## src/rtl/muldiv_hilo_unit_if.sv

```systemverilog
// Request/response bundle between the core controller and the multiply/divide unit.
// The master drives the request; the slave returns status and the HI/LO registers.
interface muldiv_hilo_unit_if #(
   parameter int XLEN = 32
);
   logic            start;
   logic [2:0]      op;
   logic [XLEN-1:0] srca;
   logic [XLEN-1:0] srcb;
   logic            busy;
   logic            done;
   logic            div_by_zero;
   logic [XLEN-1:0] hi;
   logic [XLEN-1:0] lo;

   modport master (
      output start, op, srca, srcb,
      input  busy, done, div_by_zero, hi, lo
   );

   modport slave (
      input  start, op, srca, srcb,
      output busy, done, div_by_zero, hi, lo
   );
endinterface

```

## src/rtl/muldiv_hilo_unit.sv

```systemverilog
// Iterative shift-add multiplier / restoring divider that owns the HI/LO pair.
// It retires STEP bits per RUN cycle and applies sign fix-up in a final FIX cycle.
module muldiv_hilo_unit #(
   parameter int XLEN = 32,
   parameter int STEP = 1
) (
   input  logic              clk,
   input  logic              reset,
   muldiv_hilo_unit_if.slave bus
);
   localparam int N  = XLEN / STEP;
   localparam int CW = (N > 1) ? $clog2(N) : 1;

   typedef enum logic [1:0] {IDLE, RUN, FIX} state_t;

   state_t            state_q, state_d;
   logic [CW-1:0]     cnt_q, cnt_d;
   logic [2*XLEN-1:0] acc_q, acc_d;
   logic [XLEN-1:0]   b_q, b_d;
   logic              is_div_q, is_div_d;
   logic              neg_res_q, neg_res_d;
   logic              neg_rem_q, neg_rem_d;
   logic              dz_q, dz_d;
   logic              busy_q, busy_d;
   logic              done_q, done_d;
   logic              dbz_q, dbz_d;
   logic [XLEN-1:0]   hi_q, hi_d;
   logic [XLEN-1:0]   lo_q, lo_d;

   logic              sgn, a_neg, b_neg;
   logic [XLEN-1:0]   a_mag, b_mag;
   logic [XLEN+STEP-1:0] mul_sum;
   logic [2*XLEN-1:0] div_acc;
   logic [XLEN:0]     div_r;
   logic [2*XLEN-1:0] prod;
   logic [XLEN-1:0]   quo, rem;

   always_comb begin
      state_d   = state_q;
      cnt_d     = cnt_q;
      acc_d     = acc_q;
      b_d       = b_q;
      is_div_d  = is_div_q;
      neg_res_d = neg_res_q;
      neg_rem_d = neg_rem_q;
      dz_d      = dz_q;
      busy_d    = busy_q;
      done_d    = 1'b0;
      dbz_d     = dbz_q;
      hi_d      = hi_q;
      lo_d      = lo_q;

      sgn   = ~bus.op[0];
      a_neg = sgn & bus.srca[XLEN-1];
      b_neg = sgn & bus.srcb[XLEN-1];
      a_mag = a_neg ? (~bus.srca + 1'b1) : bus.srca;
      b_mag = b_neg ? (~bus.srcb + 1'b1) : bus.srcb;

      // Multiply: low half of acc holds the unconsumed multiplier bits.
      mul_sum = {{STEP{1'b0}}, acc_q[2*XLEN-1:XLEN]};
      for (int unsigned j = 0; j < STEP; j++) begin
         if (acc_q[j])
            mul_sum = mul_sum + ({{STEP{1'b0}}, b_q} << j);
      end

      // Divide: upper half of acc is the partial remainder, lower half dividend/quotient.
      div_acc = acc_q;
      for (int unsigned j = 0; j < STEP; j++) begin
         div_r   = div_acc[2*XLEN-1:XLEN-1];
         div_acc = div_acc << 1;
         if (div_r >= {1'b0, b_q}) begin
            div_r      = div_r - {1'b0, b_q};
            div_acc[0] = 1'b1;
         end
         div_acc[2*XLEN-1:XLEN] = div_r[XLEN-1:0];
      end

      prod = neg_res_q ? (~acc_q + 1'b1) : acc_q;
      quo  = neg_res_q ? (~acc_q[XLEN-1:0] + 1'b1) : acc_q[XLEN-1:0];
      rem  = neg_rem_q ? (~acc_q[2*XLEN-1:XLEN] + 1'b1) : acc_q[2*XLEN-1:XLEN];

      case (state_q)
         IDLE: begin
            if (bus.start) begin
               case (bus.op)
                  3'b000, 3'b001, 3'b010, 3'b011: begin
                     acc_d     = {{XLEN{1'b0}}, a_mag};
                     b_d       = b_mag;
                     is_div_d  = bus.op[1];
                     neg_res_d = a_neg ^ b_neg;
                     neg_rem_d = a_neg;
                     dz_d      = (bus.srcb == '0);
                     cnt_d     = '0;
                     busy_d    = 1'b1;
                     dbz_d     = 1'b0;
                     state_d   = RUN;
                  end
                  3'b100:  hi_d = bus.srca;
                  3'b101:  lo_d = bus.srca;
                  default: ;
               endcase
            end
         end
         RUN: begin
            acc_d = is_div_q ? div_acc : {mul_sum, acc_q[XLEN-1:STEP]};
            cnt_d = cnt_q + 1'b1;
            if (cnt_q == CW'(N - 1))
               state_d = FIX;
         end
         FIX: begin
            // A zero divisor leaves the dividend magnitude as remainder; re-signing it restores srca.
            if (is_div_q) begin
               hi_d  = rem;
               lo_d  = dz_q ? '1 : quo;
               dbz_d = dz_q;
            end else begin
               hi_d = prod[2*XLEN-1:XLEN];
               lo_d = prod[XLEN-1:0];
            end
            busy_d  = 1'b0;
            done_d  = 1'b1;
            state_d = IDLE;
         end
         default: state_d = IDLE;
      endcase
   end

   always_ff @(posedge clk) begin
      if (!reset) begin
         state_q   <= IDLE;
         cnt_q     <= '0;
         acc_q     <= '0;
         b_q       <= '0;
         is_div_q  <= 1'b0;
         neg_res_q <= 1'b0;
         neg_rem_q <= 1'b0;
         dz_q      <= 1'b0;
         busy_q    <= 1'b0;
         done_q    <= 1'b0;
         dbz_q     <= 1'b0;
         hi_q      <= '0;
         lo_q      <= '0;
      end else begin
         state_q   <= state_d;
         cnt_q     <= cnt_d;
         acc_q     <= acc_d;
         b_q       <= b_d;
         is_div_q  <= is_div_d;
         neg_res_q <= neg_res_d;
         neg_rem_q <= neg_rem_d;
         dz_q      <= dz_d;
         busy_q    <= busy_d;
         done_q    <= done_d;
         dbz_q     <= dbz_d;
         hi_q      <= hi_d;
         lo_q      <= lo_d;
      end
   end

   assign bus.busy        = busy_q;
   assign bus.done        = done_q;
   assign bus.div_by_zero = dbz_q;
   assign bus.hi          = hi_q;
   assign bus.lo          = lo_q;
endmodule

```

## src/flat_wrapper.sv

```systemverilog
// flat-port wrapper written by rule: the top's interface ports become plain ports
module muldiv_hilo_unit_flat 
#(
   parameter int XLEN = 32,
   parameter int STEP = 1
)
  (clk, reset, bus_start, bus_op, bus_srca, bus_srcb, bus_busy, bus_done, bus_div_by_zero, bus_hi, bus_lo);
  muldiv_hilo_unit_if #(.XLEN(XLEN)) bus_i ();
  input  logic clk;
  input  logic reset;
  input wire logic [$bits(bus_i.start)-1:0] bus_start;
  input wire logic [$bits(bus_i.op)-1:0] bus_op;
  input wire logic [$bits(bus_i.srca)-1:0] bus_srca;
  input wire logic [$bits(bus_i.srcb)-1:0] bus_srcb;
  output wire logic [$bits(bus_i.busy)-1:0] bus_busy;
  output wire logic [$bits(bus_i.done)-1:0] bus_done;
  output wire logic [$bits(bus_i.div_by_zero)-1:0] bus_div_by_zero;
  output wire logic [$bits(bus_i.hi)-1:0] bus_hi;
  output wire logic [$bits(bus_i.lo)-1:0] bus_lo;
  assign bus_i.start = bus_start;
  assign bus_i.op = bus_op;
  assign bus_i.srca = bus_srca;
  assign bus_i.srcb = bus_srcb;
  assign bus_busy = bus_i.busy;
  assign bus_done = bus_i.done;
  assign bus_div_by_zero = bus_i.div_by_zero;
  assign bus_hi = bus_i.hi;
  assign bus_lo = bus_i.lo;
  muldiv_hilo_unit #(.XLEN(XLEN), .STEP(STEP)) u_core (.clk(clk), .reset(reset), .bus(bus_i));
endmodule
```

## config.mk

```make
export PLATFORM = sky130hd
export DESIGN_NAME = muldiv_hilo_unit_flat
export DESIGN_NICKNAME = d
export VERILOG_FILES = /design/src/rtl/muldiv_hilo_unit_if.sv /design/src/rtl/muldiv_hilo_unit.sv /design/src/flat_wrapper.sv
export SDC_FILE = /design/constraint.sdc
export NUM_CORES = 1
export LEC_CHECK = 0
export ABC_AREA = 0
export CAP_MARGIN = 20
export CORE_MARGIN = 1
export CORE_UTILIZATION = 45
export CTS_CLUSTER_SIZE = 40
export DETAILED_ROUTE_END_ITERATION = 10
export GPL_ROUTABILITY_DRIVEN = 0
export GPL_TIMING_DRIVEN = 0
export HOLD_SLACK_MARGIN = 0.08
export PLACE_DENSITY = 0.64
export SETUP_SLACK_MARGIN = 0.3
export SLEW_MARGIN = 20
export SYNTH_ARGS = -nofsm -noshare
export SYNTH_HDL_FRONTEND = slang
export SYNTH_SLANG_ARGS = --single-unit
```

## constraint.sdc

```tcl
create_clock -name clk -period 7 [get_ports clk]
set_input_delay 1.4 -clock clk [delete_from_list [all_inputs] [get_ports clk]]
set_output_delay 1.4 -clock clk [all_outputs]
set_load 0.05 [all_outputs]
```

After elaboration in Yosys (flattened, before gate mapping)

Index checks and enable logic that the tools add are counted.

Word-level logic and storage cells: 94
Register bits: 174

Equal/unequal tests: 14
Reduce and logical (&&, ||, !) cells: 13
Multiplexer cells: 36
Order comparisons: 1
$add $sub $neg: 8
Bitwise operators: 9

Operators by type and width:

| cell                                                                    | number |
|---|---|
| 32-bit 2-to-1 mux                                                       | 12 |
| 64-bit 2-to-1 mux                                                       | 4 |
| 32-bit by 1-bit adder with 32-bit output, second input constant         | 4 |
| 32-bit NOT                                                              | 4 |
| 32-bit one-hot mux with 2 select lines                                  | 2 |
| 64-bit one-hot mux with 2 select lines                                  | 1 |
| 64-bit by 1-bit adder with 64-bit output, second input constant         | 1 |
| 64-bit NOT                                                              | 1 |
| 32-bit by 32-bit adder with 33-bit output                               | 1 |
| 33-bit by 32-bit greater-or-equal comparator with 1-bit output          | 1 |
| 33-bit 2-to-1 mux                                                       | 1 |
| 32-bit zero test                                                        | 1 |
| 32-bit subtractor                                                       | 1 |
| 3-bit AND reduction                                                     | 6 |
| 5-bit 2-to-1 mux                                                        | 2 |
| 5-bit one-hot mux with 2 select lines                                   | 1 |
| 2-bit inequality test, second input constant                            | 4 |
| 1-bit 2-to-1 mux                                                        | 7 |
| 3-bit by 2-bit equality test with 1-bit output, second input constant   | 2 |
| 3-bit equality test, second input constant                              | 2 |
| 2-bit 2-to-1 mux                                                        | 3 |
| 5-bit by 1-bit adder with 5-bit output, second input constant           | 1 |
| 5-bit equality test, second input constant                              | 1 |
| 2-bit by 1-bit inequality test with 1-bit output, second input constant | 2 |
| 13 further kinds                                                        | 16 |

Depth between registers and ports, before layout

Gate-level depths: netlist of run 1.

Depth after elaboration: 6
Gate-level depth with buffers: 14
Depth with buffers taken out: 13

Least setup slack after synthesis of run 1

No wires, ideal clock.

Path kind: input port to flip-flop
From: in bus_srcb[10]
To: reg u_core.b_q[29]
Arrival time: 3.283 ns
Buffers on the path: 0
Stages on the path: 8
Setup time: 0.133 ns
Slack: 3.584 ns
Cell sequence: or4_1 > nor2_1 > nand2_1 > or2_1 > or3_1 > o41ai_1 > xor2_1 > a21oi_1

Longest elaborated chain between the ends: 3

Ends and longest elaborated chain:

| what                                     | RTL line                | source |
|---|---|---|
| start, declared                          | flat_wrapper.sv:14      | `input wire logic [$bits(bus_i.srcb)-1:0] bus_srcb;` |
| 32-bit NOT                               | muldiv_hilo_unit.sv:57  | `b_mag = b_neg ? (~bus.srcb + 1'b1) : bus.srcb;` |
| 32-bit by 1-bit adder with 32-bit output | muldiv_hilo_unit.sv:57  |  |
| 32-bit 2-to-1 mux                        | muldiv_hilo_unit.sv:57  |  |
| end signal, assigned                     | muldiv_hilo_unit.sv:133 | `b_q <= '0;` |
| end signal, assigned                     | muldiv_hilo_unit.sv:147 | `b_q <= b_d;` |
| end, declared                            | muldiv_hilo_unit.sv:19  | `logic [XLEN-1:0] b_q, b_d;` |

No other way between the ends.
A chain may end at the register's enable or synchronous reset.

Worst setup path after layout of run 1

From: reg u_core.b_q[26]
To: reg u_core.acc_q[46]

Longest elaborated chain between the ends: 4

Ends and longest elaborated chain:

| what                                                           | RTL line                | source |
|---|---|---|
| 33-bit by 32-bit greater-or-equal comparator with 1-bit output | muldiv_hilo_unit.sv:71  | `if (div_r >= {1'b0, b_q}) begin` |
| 32-bit 2-to-1 mux                                              | muldiv_hilo_unit.sv:71  |  |
| 64-bit 2-to-1 mux                                              | muldiv_hilo_unit.sv:105 | `acc_d = is_div_q ? div_acc : {mul_sum, acc_q[XLEN-1:STEP]};` |
| 64-bit one-hot mux with 2 select lines                         | muldiv_hilo_unit.sv:82  | `case (state_q)` |
| end signal, assigned                                           | muldiv_hilo_unit.sv:132 | `acc_q <= '0;` |
| end signal, assigned                                           | muldiv_hilo_unit.sv:146 | `acc_q <= acc_d;` |
| end, declared                                                  | muldiv_hilo_unit.sv:18  | `logic [2*XLEN-1:0] acc_q, acc_d;` |

No other way between the ends.

==> run_results.csv, run 1 <==
group,metric,value,unit
final_layout,area_delta_synth_final,16.7,%
floorplan,io_pins,137,
yosys,ys_types,85,
final_layout,fin_nets,2295,
sta,period_share,0.693,
yosys,syn_area,14800,µm²
floorplan,floorplan.initialDensity,0.456,
power_and_ir_drop,leakage,6.37,nW
yosys,netlist_top_cells_area,"dfxtp_1 24%, a21oi_1 6.9%, ha_1 5.9%",
yosys,synthFlopType,"dfxtp_1",
power_and_ir_drop,p_per_area,181,nW/µm²
place,io_buffers,129,
global_routing,antenna_found_initial,0,
final_layout,drive_above_1_share,0.0416,
yosys,netlist_instances,2005,
yosys,synth_top_area_cell,"dfxtp_1",
routing,wl_per_cell,23.2,µm
clock_tree,numCtsBuffers,17,
sta,relSlewSlack,0.205,
final_layout,nFillCells,3193,
setup_path,endpoint,"u_core.acc_q[46]$_SDFFE_PN0P_",
final_layout,num_antenna_cells,0,
clock_tree,cts-htree-levels,4,
setup_path,crit_arrival,5.18,ns
place,hpwl,47100,µm
clock_tree,cts_tree,"yes",
power_and_ir_drop,peakVddDrop,0.178,mV
clock_tree,cts_root_buffer,"clkbuf_16",
worst_hold_path,whs_path_depth,2,
floorplan,row_count,66,
setup_path,rr_worst_depth,13,
routing,drt_iter0_drc,2078,
sta,layout_min_cycle_time,4.85,ns
clock_tree,worstSkewPairLatency,0.45,ns
yosys,netlist.area_leader.share,0.235,
clock_tree,clkTransAtPathRegs,0.08,ns
setup_path,rrSetupSlack,2.15,ns
setup_path,r2r_end,"u_core.acc_q[46]$_SDFFE_PN0P_",
yosys,synth_warnings,0,
floorplan,die_y,183,µm
clock_tree,numClockSinks,174,
setup_path,critPathMaxFanout,10,
clock_tree,cts_setup_buffers,0,
sta,finalHoldViolations,0,
sta,fin_tns_setup,0,ns
routing,num_vias,16500,
sta,fmaxAchievable,206,MHz
status,status,"complete, no violations",
routing,via_per_inst,6.32,
floorplan,fp.dieArea,33600,µm²
setup_path,crit_path_end_kind,"flip-flop",
routing,drt_wl_total,60600,µm
routing,drc,0,
setup_path,cp-startpoint,"u_core.b_q[26]$_SDFFE_PN0P_",
setup_path,reg2reg_from,"u_core.b_q[26]$_SDFFE_PN0P_",
run,maxCapViolCount,0,
sta,hold-worst-slack,0.458,ns
yosys,synth_edf_count,0,
final_layout,layout_commonest_cell,"nor2_1",
setup_path,critical_path_class,"flip-flop to flip-flop",
routing,ant_nets,0,
yosys,yosysSeqAreaShare,0.235,
global_routing,grt_usage,0.359,
yosys,syn_nets,2147,
yosys,async_flop_share,0,
clock_tree,cts.hold.buffers_added,0,
final_layout,fin_util,0.532,
clock_tree,cts_resized,0,
yosys,postSynthAreaPerCell,7.38,µm²
final_layout,most-common-layout-cells,"210 x nor2_1, 203 x a21oi_1, 182 x nand2_1",
global_routing,grt_pass1_wl,91100,µm
sta,skew,0.0161,ns
clock_tree,clock_path_buffers,2,
global_routing,grt_max_degree,19,
sta,setup_viol,0,
sta,rsz0062_at_grt,"no",
sta,final_max_slew_viol_count,0,
floorplan,core,32500,µm²
setup_path,worst_setup_path_start_kind,"flip-flop",
global_routing,overflow,0,
yosys,ys_ff_latch,174,
global_routing,grt_pass1_vias,15600,
worst_hold_path,worstHoldPathType,"flip-flop to flip-flop",
setup_path,worstPathRequired,7.33,ns
routing,first_pass_iters,7,
sta,tightestPinTransition,1.19,ns
floorplan,die_w,183,µm
stage by stage:
| stage | power (mW) | cells | area, µm² | setup slack [ns] |
|---|---|---|---|---|
| 2_1_floorplan | 1.74 | 2005 | 14800 | 3.58 |
| 3_3_place_gp | 2.06 | 2576 | 16600 | 2.06 |
| 3_5_place_dp | 2.07 | 2576 | 16700 | 2.34 |
| 4_1_cts | 3.09 | 2607 | 17300 | 2.48 |
| 5_1_grt | 3.24 | 2607 | 17300 | 2.08 |
| 6_report | 3.13 | 2607 | 17300 | 2.15 |
logic make-up (layout without fill, tap and decap cells):
| logic type | Yosys count | in the layout | synth area share |
|---|---|---|---|
| multiplexers | 84 | 84 | 0.0576 |
| AND/OR/NAND/NOR | 643 | 643 | 0.206 |
| adder cells (fa/ha/maj) | 72 | 72 | 0.0619 |
| XOR/XNOR | 168 | 168 | 0.0999 |
| buffers and inverters | 217 | 377 | 0.0576 |
| flip-flops | 174 | 174 | 0.235 |
| AO/OA/AOI/OAI | 647 | 647 | 0.282 |
power breakdown:
group          internal [mW]  switching [mW]
clock network          0.547           0.500
logic                  0.346           0.638
registers               1.03          0.0653
synthesized netlist by cell type (all sizes together), types with 20 or more instances:
cell,n
xor2,89
buf,30
o31ai,20
mux2i,74
dfxtp,174
inv,70
a21oi,203
clkbuf,116
a211oi,71
o21ai,137
xnor2,79
nand3,48
nand4,25
nor3,47
or3,22
nand2b,20
nand2,183
ha,70
a31oi,23
nor2,212
a221oi,29
registers in the layout, summed over array words and instances, names as in the netlist, 2 cells and up:
register,flops
u_core.bus.lo,32
u_core.state_q,2
u_core.bus.hi,32
u_core.cnt_q,5
u_core.b_q,32
u_core.acc_q,64
cell type report:
type,count,area (µm²),area share
repair buffers,129,1290,0.0747
clock buffers,17,425,0.0246
inverters,71,267,0.0154
flip-flops and latches,174,3480,0.202
multi-input cells,1614,10500,0.606
clock inverters,14,196,0.0114
plain buffers,146,586,0.0339
well taps,442,553,0.0320
critical path, cell delays in order, from the launching register on:
cell and delay, ns:
dfxtp_1 0.50, inv_1 0.21, ha_1 0.31, buf_2 0.17
nand2_1 0.15, nor2_1 0.47, nand4_1 0.17, nor4_1 0.40
nand4_1 0.40, o41ai_4 0.95, nor2_2 0.30, buf_2 0.32
a211oi_1 0.25, o21ai_0 0.12
worst min-delay path by stage:
stage / from / end
final: u_core.bus.hi[19]$_SDFFE_PN0P_ / u_core.bus.hi[19]$_SDFFE_PN0P_
after global routing: u_core.bus.hi[19]$_SDFFE_PN0P_ / u_core.bus.hi[19]$_SDFFE_PN0P_
after detailed placement: u_core.bus.hi[19]$_SDFFE_PN0P_ / u_core.bus.hi[19]$_SDFFE_PN0P_
after floorplan: u_core.dz_q$_SDFFE_PN0P_ / u_core.dz_q$_SDFFE_PN0P_
after global placement: u_core.bus.hi[19]$_SDFFE_PN0P_ / u_core.bus.hi[19]$_SDFFE_PN0P_
after CTS: u_core.bus.hi[19]$_SDFFE_PN0P_ / u_core.bus.hi[19]$_SDFFE_PN0P_
layer usage:
metal / part of all wire / vias to the layer above / track usage
li1: - / 7651 / -
met1: 0.39 / 7602 / 0.428
met2: 0.44 / 972 / 0.574
met3: 0.086 / 253 / 0.0645
met4: 0.079 / 0 / 0.270
met5: 0 / - / 0
Power figures use the tool's default switching activity.
==> run 2, diff against run 1 <==
--- a/config.mk
+++ b/config.mk
@@ -14,7 +14,7 @@
 export GPL_ROUTABILITY_DRIVEN = 0
 export GPL_TIMING_DRIVEN = 0
 export HOLD_SLACK_MARGIN = 0.08
-export PLACE_DENSITY = 0.64
+export PLACE_DENSITY = 0.66
 export SETUP_SLACK_MARGIN = 0.3
 export SLEW_MARGIN = 20
 export SYNTH_ARGS = -nofsm -noshare
==> constraint.sdc (replaced) <==
create_clock -name clk -period 3.98 [get_ports clk]
set_input_delay 0.796 -clock clk [delete_from_list [all_inputs] [get_ports clk]]
set_output_delay 0.796 -clock clk [all_outputs]
set_load 0.05 [all_outputs]
==> run_results.csv, run 2 (synthesis gave the netlist of run 1 again) <==
group,metric,value,unit
status,status,"complete, no violations",
routing,drt_iter0_drc,2095,
final_layout,multi_input_area,10600,µm²
sta,fin_tns_setup,0,ns
worst_hold_path,whs_path_depth,2,
place,postPlaceCellArea,16700,µm²
routing,drc,0,
place,io_buffers,129,
place,hpwl,46700,µm
setup_path,worstPathRequired,4.32,ns
routing,num_vias,16700,
clock_tree,cts-htree-levels,4,
power_and_ir_drop,swShare,0.394,
sta,tightestPinTransition,1.15,ns
setup_path,critPathMaxFanout,5,
setup_path,crit_path_end_kind,"flip-flop",
setup_path,rrSetupSlack,0.21,ns
floorplan,fp.dieArea,33600,µm²
final_layout,largest_register_ff_count,64,
power_and_ir_drop,p_per_area,312,nW/µm²
sta,finalWorstSetupSlack,0.206,ns
clock_tree,numClockSinks,174,
place,pre_cts_ws,-0.443,ns
setup_path,r2r_end,"u_core.acc_q[56]$_SDFFE_PN0P_",
clock_tree,clkTransAtPathRegs,0.08,ns
run,maxCapViolCount,0,
clock_tree,numCtsBuffers,17,
routing,via_per_inst,6.39,
final_layout,regMostFlops,"u_core.acc_q",
final_layout,drive_above_1_share,0.0593,
routing,wl_per_cell,23.5,µm
routing,drt_wl_total,61400,µm
global_routing,top_usage_layer,"met2",
worst_hold_path,worstHoldPathType,"flip-flop to flip-flop",
power_and_ir_drop,comb_power_share,0.330,
clock_tree,cts_root_buffer,"clkbuf_16",
clock_tree,worstSkewPairLatency,0.46,ns
sta,rsz0062_at_grt,"yes",
floorplan,die_y,183,µm
sta,finalHoldViolations,0,
sta,relSlewSlack,0.227,
final_layout,most-common-layout-cells,"209 x nor2_1, 203 x a21oi_1, 181 x nand2_1",
setup_path,rr_worst_depth,13,
floorplan,die_w,183,µm
final_layout,layout_commonest_cell,"nor2_1",
power_and_ir_drop,peakVddDrop,0.332,mV
final_layout,num_antenna_cells,0,
global_routing,grt_max_degree,19,
setup_path,reg2reg_from,"u_core.acc_q[31]$_SDFFE_PN0P_",
sta,fmaxAchievable,265,MHz
routing,ant_nets,0,
global_routing,grt.met1_usage,0.431,
sta,layout_min_cycle_time,3.77,ns
final_layout,ff_latch_area,3500,µm²
setup_path,crit_arrival,4.11,ns
floorplan,row_count,66,
power_and_ir_drop,p_clk_frac,0.314,
global_routing,grt_pass1_wl,93000,µm
global_routing,grt_usage,0.365,
sta,setup_viol,0,
floorplan,io_pins,137,
floorplan,floorplan.initialDensity,0.456,
final_layout,final_area,17500,µm²
floorplan,core,32500,µm²
sta,skew,0.0158,ns
sta,period_share,0.948,
sta,final_max_slew_viol_count,0,
power_and_ir_drop,pwr-share-seq,0.356,
clock_tree,cts.hold.buffers_added,0,
worst_hold_path,hp-start,"u_core.bus.hi[24]$_SDFFE_PN0P_",
global_routing,grtUsageMet2,0.584,
setup_path,critical_path_class,"flip-flop to flip-flop",
worst_hold_path,holdPathEnd,"u_core.bus.hi[24]$_SDFFE_PN0P_",
setup_path,worst_setup_path_start_kind,"flip-flop",
power_and_ir_drop,internal_power,3.30,mW
clock_tree,clock_path_buffers,2,
routing,first_pass_iters,6,
global_routing,antenna_found_initial,0,
final_layout,fin_nets,2306,
final_layout,nFillCells,3233,
global_routing,overflow,0,
global_routing,grt_pass1_vias,15700,
clock_tree,cts_tree,"yes",
final_layout,area_delta_synth_final,17.9,%
power_and_ir_drop,leakage,6.45,nW
power_and_ir_drop,switchingPower,2.14,mW
global_routing,grt_use_met3,0.0870,
## run 2: cell types whose count changed in the layout (fill, tap and decap cells not counted), sizes merged
cell,previous run,this run
buf,30,40
bufinv,2,0
clkdlybuf4s15,0,1
clkinv,6,7
clkinvlp,1,2
inv,76,77
## run 2: power groups by stage
stage	combinational (mW)	clock, mW	sequential, mW
finish	1.80	1.71	1.94
global route	1.92	1.77	1.94
CTS	1.70	1.69	1.93
detailed placement	1.67	0	1.97
global placement	1.65	0	1.96
floorplan	1.10	0	1.97
## run 2: area by class of cell
cell class	count	share of cell area
plain buffers	146	0.0351
flip-flops and latches	174	0.200
inverters	71	0.0155
well taps	442	0.0317
clock buffers	17	0.0244
multi-input cells	1614	0.606
repair buffers	140	0.0787
clock inverters	15	0.00846
## run 2: metrics by stage
stage / util / std cells / total power, mW / hold WS, ns
floorplan: - / 2005 / 3.06 / 0.446
global placement: 0.513 / 2576 / 3.61 / 0.450
detailed placement: 0.513 / 2576 / 3.64 / 0.450
CTS: 0.533 / 2612 / 5.32 / 0.461
global route: 0.538 / 2619 / 5.63 / 0.496
finish: 0.538 / 2619 / 5.44 / 0.456
## run 2: worst max-delay path by stage
stage	startpoint	end	slack, ns
after CTS	u_core.acc_q[31]$_SDFFE_PN0P_	u_core.acc_q[37]$_SDFFE_PN0P_	0.29
after global placement	u_core.b_q[26]$_SDFFE_PN0P_	u_core.acc_q[37]$_SDFFE_PN0P_	-0.83
after global routing	u_core.acc_q[31]$_SDFFE_PN0P_	u_core.acc_q[58]$_SDFFE_PN0P_	0.16
after detailed placement	u_core.b_q[26]$_SDFFE_PN0P_	u_core.acc_q[37]$_SDFFE_PN0P_	-0.44
final	u_core.acc_q[31]$_SDFFE_PN0P_	u_core.acc_q[56]$_SDFFE_PN0P_	0.21
after floorplan	u_core.acc_q[31]$_SDFFE_PN0P_	u_core.acc_q[56]$_SDFFE_PN0P_	0.99
## run 2: layer usage
metal  wire length, µm  part of all wire
met1             23300              0.38
met4              4650             0.076
met5                 0                 0
met2             27400              0.45
met3              6080             0.099
## run 2: critical path, stage by stage (launching register included)
cell and delay (ns):
dfxtp_1 0.43, inv_1 0.27, ha_1 0.22, inv_1 0.05, fa_1 0.40, a21o_1 0.20
a31o_2 0.29, a31o_2 0.31, a21boi_1 0.34, o21ai_1 0.24, a311oi_2 0.31, xor2_1 0.21
nand3_1 0.10, a32o_1 0.30
## run 2: repair_timing
item | CTS | global route
pin swaps | 4 | 5
endpoints found under the hold margin | 0 | 0
endpoints found under the setup margin | 33 | 43
gates resized for setup | 14 | 33
buffers inserted | 4 | 7
==> run 3, diff against run 2 <==
--- a/config.mk
+++ b/config.mk
@@ -15,7 +15,7 @@
 export GPL_TIMING_DRIVEN = 0
 export HOLD_SLACK_MARGIN = 0.08
 export PLACE_DENSITY = 0.66
-export SETUP_SLACK_MARGIN = 0.3
+export SETUP_SLACK_MARGIN = 0.05
 export SLEW_MARGIN = 20
 export SYNTH_ARGS = -nofsm -noshare
 export SYNTH_HDL_FRONTEND = slang
==> run_results.csv, run 3 (synthesis gave the netlist of run 1 again) <==
group,metric,value,unit
status,status,"complete, no violations",
sta,relSlewSlack,0.207,
setup_path,rr_worst_depth,13,
setup_path,crit_arrival,4.21,ns
clock_tree,numCtsBuffers,17,
final_layout,largest_register_ff_count,64,
power_and_ir_drop,leakage,6.39,nW
final_layout,ff_latch_area,3490,µm²
setup_path,reg2reg_from,"u_core.acc_q[31]$_SDFFE_PN0P_",
worst_hold_path,whs_path_depth,2,
floorplan,floorplan.initialDensity,0.456,
clock_tree,clock_path_buffers,2,
power_and_ir_drop,p_per_area,313,nW/µm²
global_routing,grt_pass1_vias,15700,
sta,finalWorstSetupSlack,0.115,ns
routing,num_vias,16800,
setup_path,worst_setup_path_start_kind,"flip-flop",
setup_path,crit_path_end_kind,"flip-flop",
routing,via_per_inst,6.41,
clock_tree,cts_tree,"yes",
setup_path,r2r_end,"u_core.acc_q[56]$_SDFFE_PN0P_",
final_layout,regMostFlops,"u_core.acc_q",
floorplan,die_y,183,µm
routing,drt_wl_total,61400,µm
setup_path,slowest_stage,"dfxtp_1",
final_layout,fin_nets,2300,
sta,rsz0062_at_grt,"yes",
setup_path,path_cells,"inv_1 -> ha_1 -> inv_1 -> fa_1 -> a21o_1 -> a31o_2 -> a31o_2 -> a21boi_1 -> o21ai_0 -> a311oi_2 -> xor2_1 -> nand3_1 -> a32o_1",
run,maxCapViolCount,0,
sta,skew,0.0190,ns
sta,layout_min_cycle_time,3.86,ns
setup_path,crit_family,"compound AO/OA/AOI/OAI gates",
global_routing,grt_max_degree,19,
setup_path,critPathMaxFanout,5,
routing,first_pass_iters,9,
final_layout,num_antenna_cells,0,
final_layout,most-common-layout-cells,"209 x nor2_1, 203 x a21oi_1, 182 x nand2_1",
clock_tree,worstSkewPairLatency,0.46,ns
setup_path,max_stage_delay,0.42,ns
routing,ant_nets,0,
global_routing,antenna_found_initial,0,
sta,tightestPinTransition,1.19,ns
global_routing,grt_usage,0.364,
clock_tree,numClockSinks,174,
clock_tree,clkTransAtPathRegs,0.08,ns
power_and_ir_drop,p_clk_frac,0.317,
floorplan,core,32500,µm²
setup_path,critPathBufInv,2,
sta,hold-worst-slack,0.457,ns
sta,finalHoldViolations,0,
final_layout,fin_util,0.534,
clock_tree,cts-htree-levels,4,
floorplan,fp.dieArea,33600,µm²
place,hpwl,46700,µm
setup_path,rrSetupSlack,0.12,ns
global_routing,overflow,0,
worst_hold_path,hp-start,"u_core.bus.hi[24]$_SDFFE_PN0P_",
final_layout,nFillCells,3239,
power_and_ir_drop,pwr-share-seq,0.357,
power_and_ir_drop,comb_power_share,0.326,
setup_path,worstPathRequired,4.33,ns
sta,period_share,0.971,
floorplan,io_pins,137,
power_and_ir_drop,switchingPower,2.14,mW
clock_tree,cts_root_buffer,"clkbuf_16",
sta,fin_tns_setup,0,ns
power_and_ir_drop,internal_power,3.27,mW
sta,fmaxAchievable,259,MHz
place,io_buffers,129,
clock_tree,cts.hold.buffers_added,0,
worst_hold_path,holdPathEnd,"u_core.bus.hi[24]$_SDFFE_PN0P_",
power_and_ir_drop,swShare,0.396,
floorplan,row_count,66,
place,pre_cts_ws,-0.443,ns
final_layout,layout_commonest_cell,"nor2_1",
power_and_ir_drop,peakVddDrop,0.335,mV
floorplan,die_w,183,µm
sta,setup_viol,0,
worst_hold_path,worstHoldPathType,"flip-flop to flip-flop",
final_layout,area_delta_synth_final,17.1,%
power_and_ir_drop,power.total,5.42,mW
sta,final_max_slew_viol_count,0,
global_routing,grt_pass1_wl,92900,µm
final_layout,multi_input_area,10500,µm²
final_layout,drive_above_1_share,0.0488,
routing,drc,0,
routing,drt_iter0_drc,2133,
setup_path,critical_path_class,"flip-flop to flip-flop",
routing,wl_per_cell,23.5,µm
run 3: cell count changes in the layout (fill, tap and decap cells not counted), sizes merged:
cell	previous run	this run
buf	40	35
clkdlybuf4s15	1	0
run 3: what timing repair did:
action / 4_1_cts / 5_1_grt
pin swaps: 2 / 1
endpoints found under the setup margin: 32 / 31
gates cloned: 0 / 0
resized for setup: 6 / 9
buffers inserted: 4 / 1
run 3: worst max-delay path by stage:
stage                     depth (start not counted)                     startpoint  slack (ns)                             to
after floorplan                                  13  u_core.acc_q[31]$_SDFFE_PN0P_        0.99  u_core.acc_q[56]$_SDFFE_PN0P_
after global placement                           13    u_core.b_q[26]$_SDFFE_PN0P_       -0.83  u_core.acc_q[37]$_SDFFE_PN0P_
after detailed placement                         13    u_core.b_q[26]$_SDFFE_PN0P_       -0.44  u_core.acc_q[37]$_SDFFE_PN0P_
after CTS                                        11  u_core.acc_q[36]$_SDFFE_PN0P_        0.07  u_core.acc_q[33]$_SDFFE_PN0P_
after global routing                             14    u_core.b_q[23]$_SDFFE_PN0P_        0.05  u_core.acc_q[58]$_SDFFE_PN0P_
final                                            13  u_core.acc_q[31]$_SDFFE_PN0P_        0.12  u_core.acc_q[56]$_SDFFE_PN0P_
run 3: tightest hold or removal path: cells and delay by family (launching register included):
kind / cells / cell delay, ns
flops: 1 / 0.31
simple gates: 1 / 0.05
compound gates: 1 / 0.05
run 3: area by class of cell:
type                       instances  area share
inverter                          71      0.0156
buffer                           146      0.0340
clock buffer                      17      0.0246
clock inverter                    15     0.00852
timing repair buffer             134      0.0767
sequential                       174       0.201
multi-input combinational       1614       0.607
tap                              442      0.0319
run 3: layer usage:
metal,vias to the layer above,GRT usage,share of wire
met5,-,0,0
met4,0,0.246,0.073
met3,255,0.0786,0.096
met2,1077,0.586,0.45
met1,7769,0.436,0.38
li1,7658,-,-
run 3: through the flow:
stage          std cells  cell area, µm²
2_1_floorplan       2005           14800
3_3_place_gp        2576           16600
3_5_place_dp        2576           16700
4_1_cts             2612           17300
5_1_grt             2613           17300
6_report            2613           17300
run 3: power groups by stage:
| stage | Clock (mW) | Sequential, mW | Combinational [mW] |
|---|---|---|---|
| finish | 1.72 | 1.94 | 1.76 |
| global placement | 0 | 1.96 | 1.65 |
| detailed placement | 0 | 1.97 | 1.67 |
| floorplan | 0 | 1.97 | 1.10 |
| CTS | 1.69 | 1.93 | 1.69 |
| global route | 1.77 | 1.94 | 1.89 |
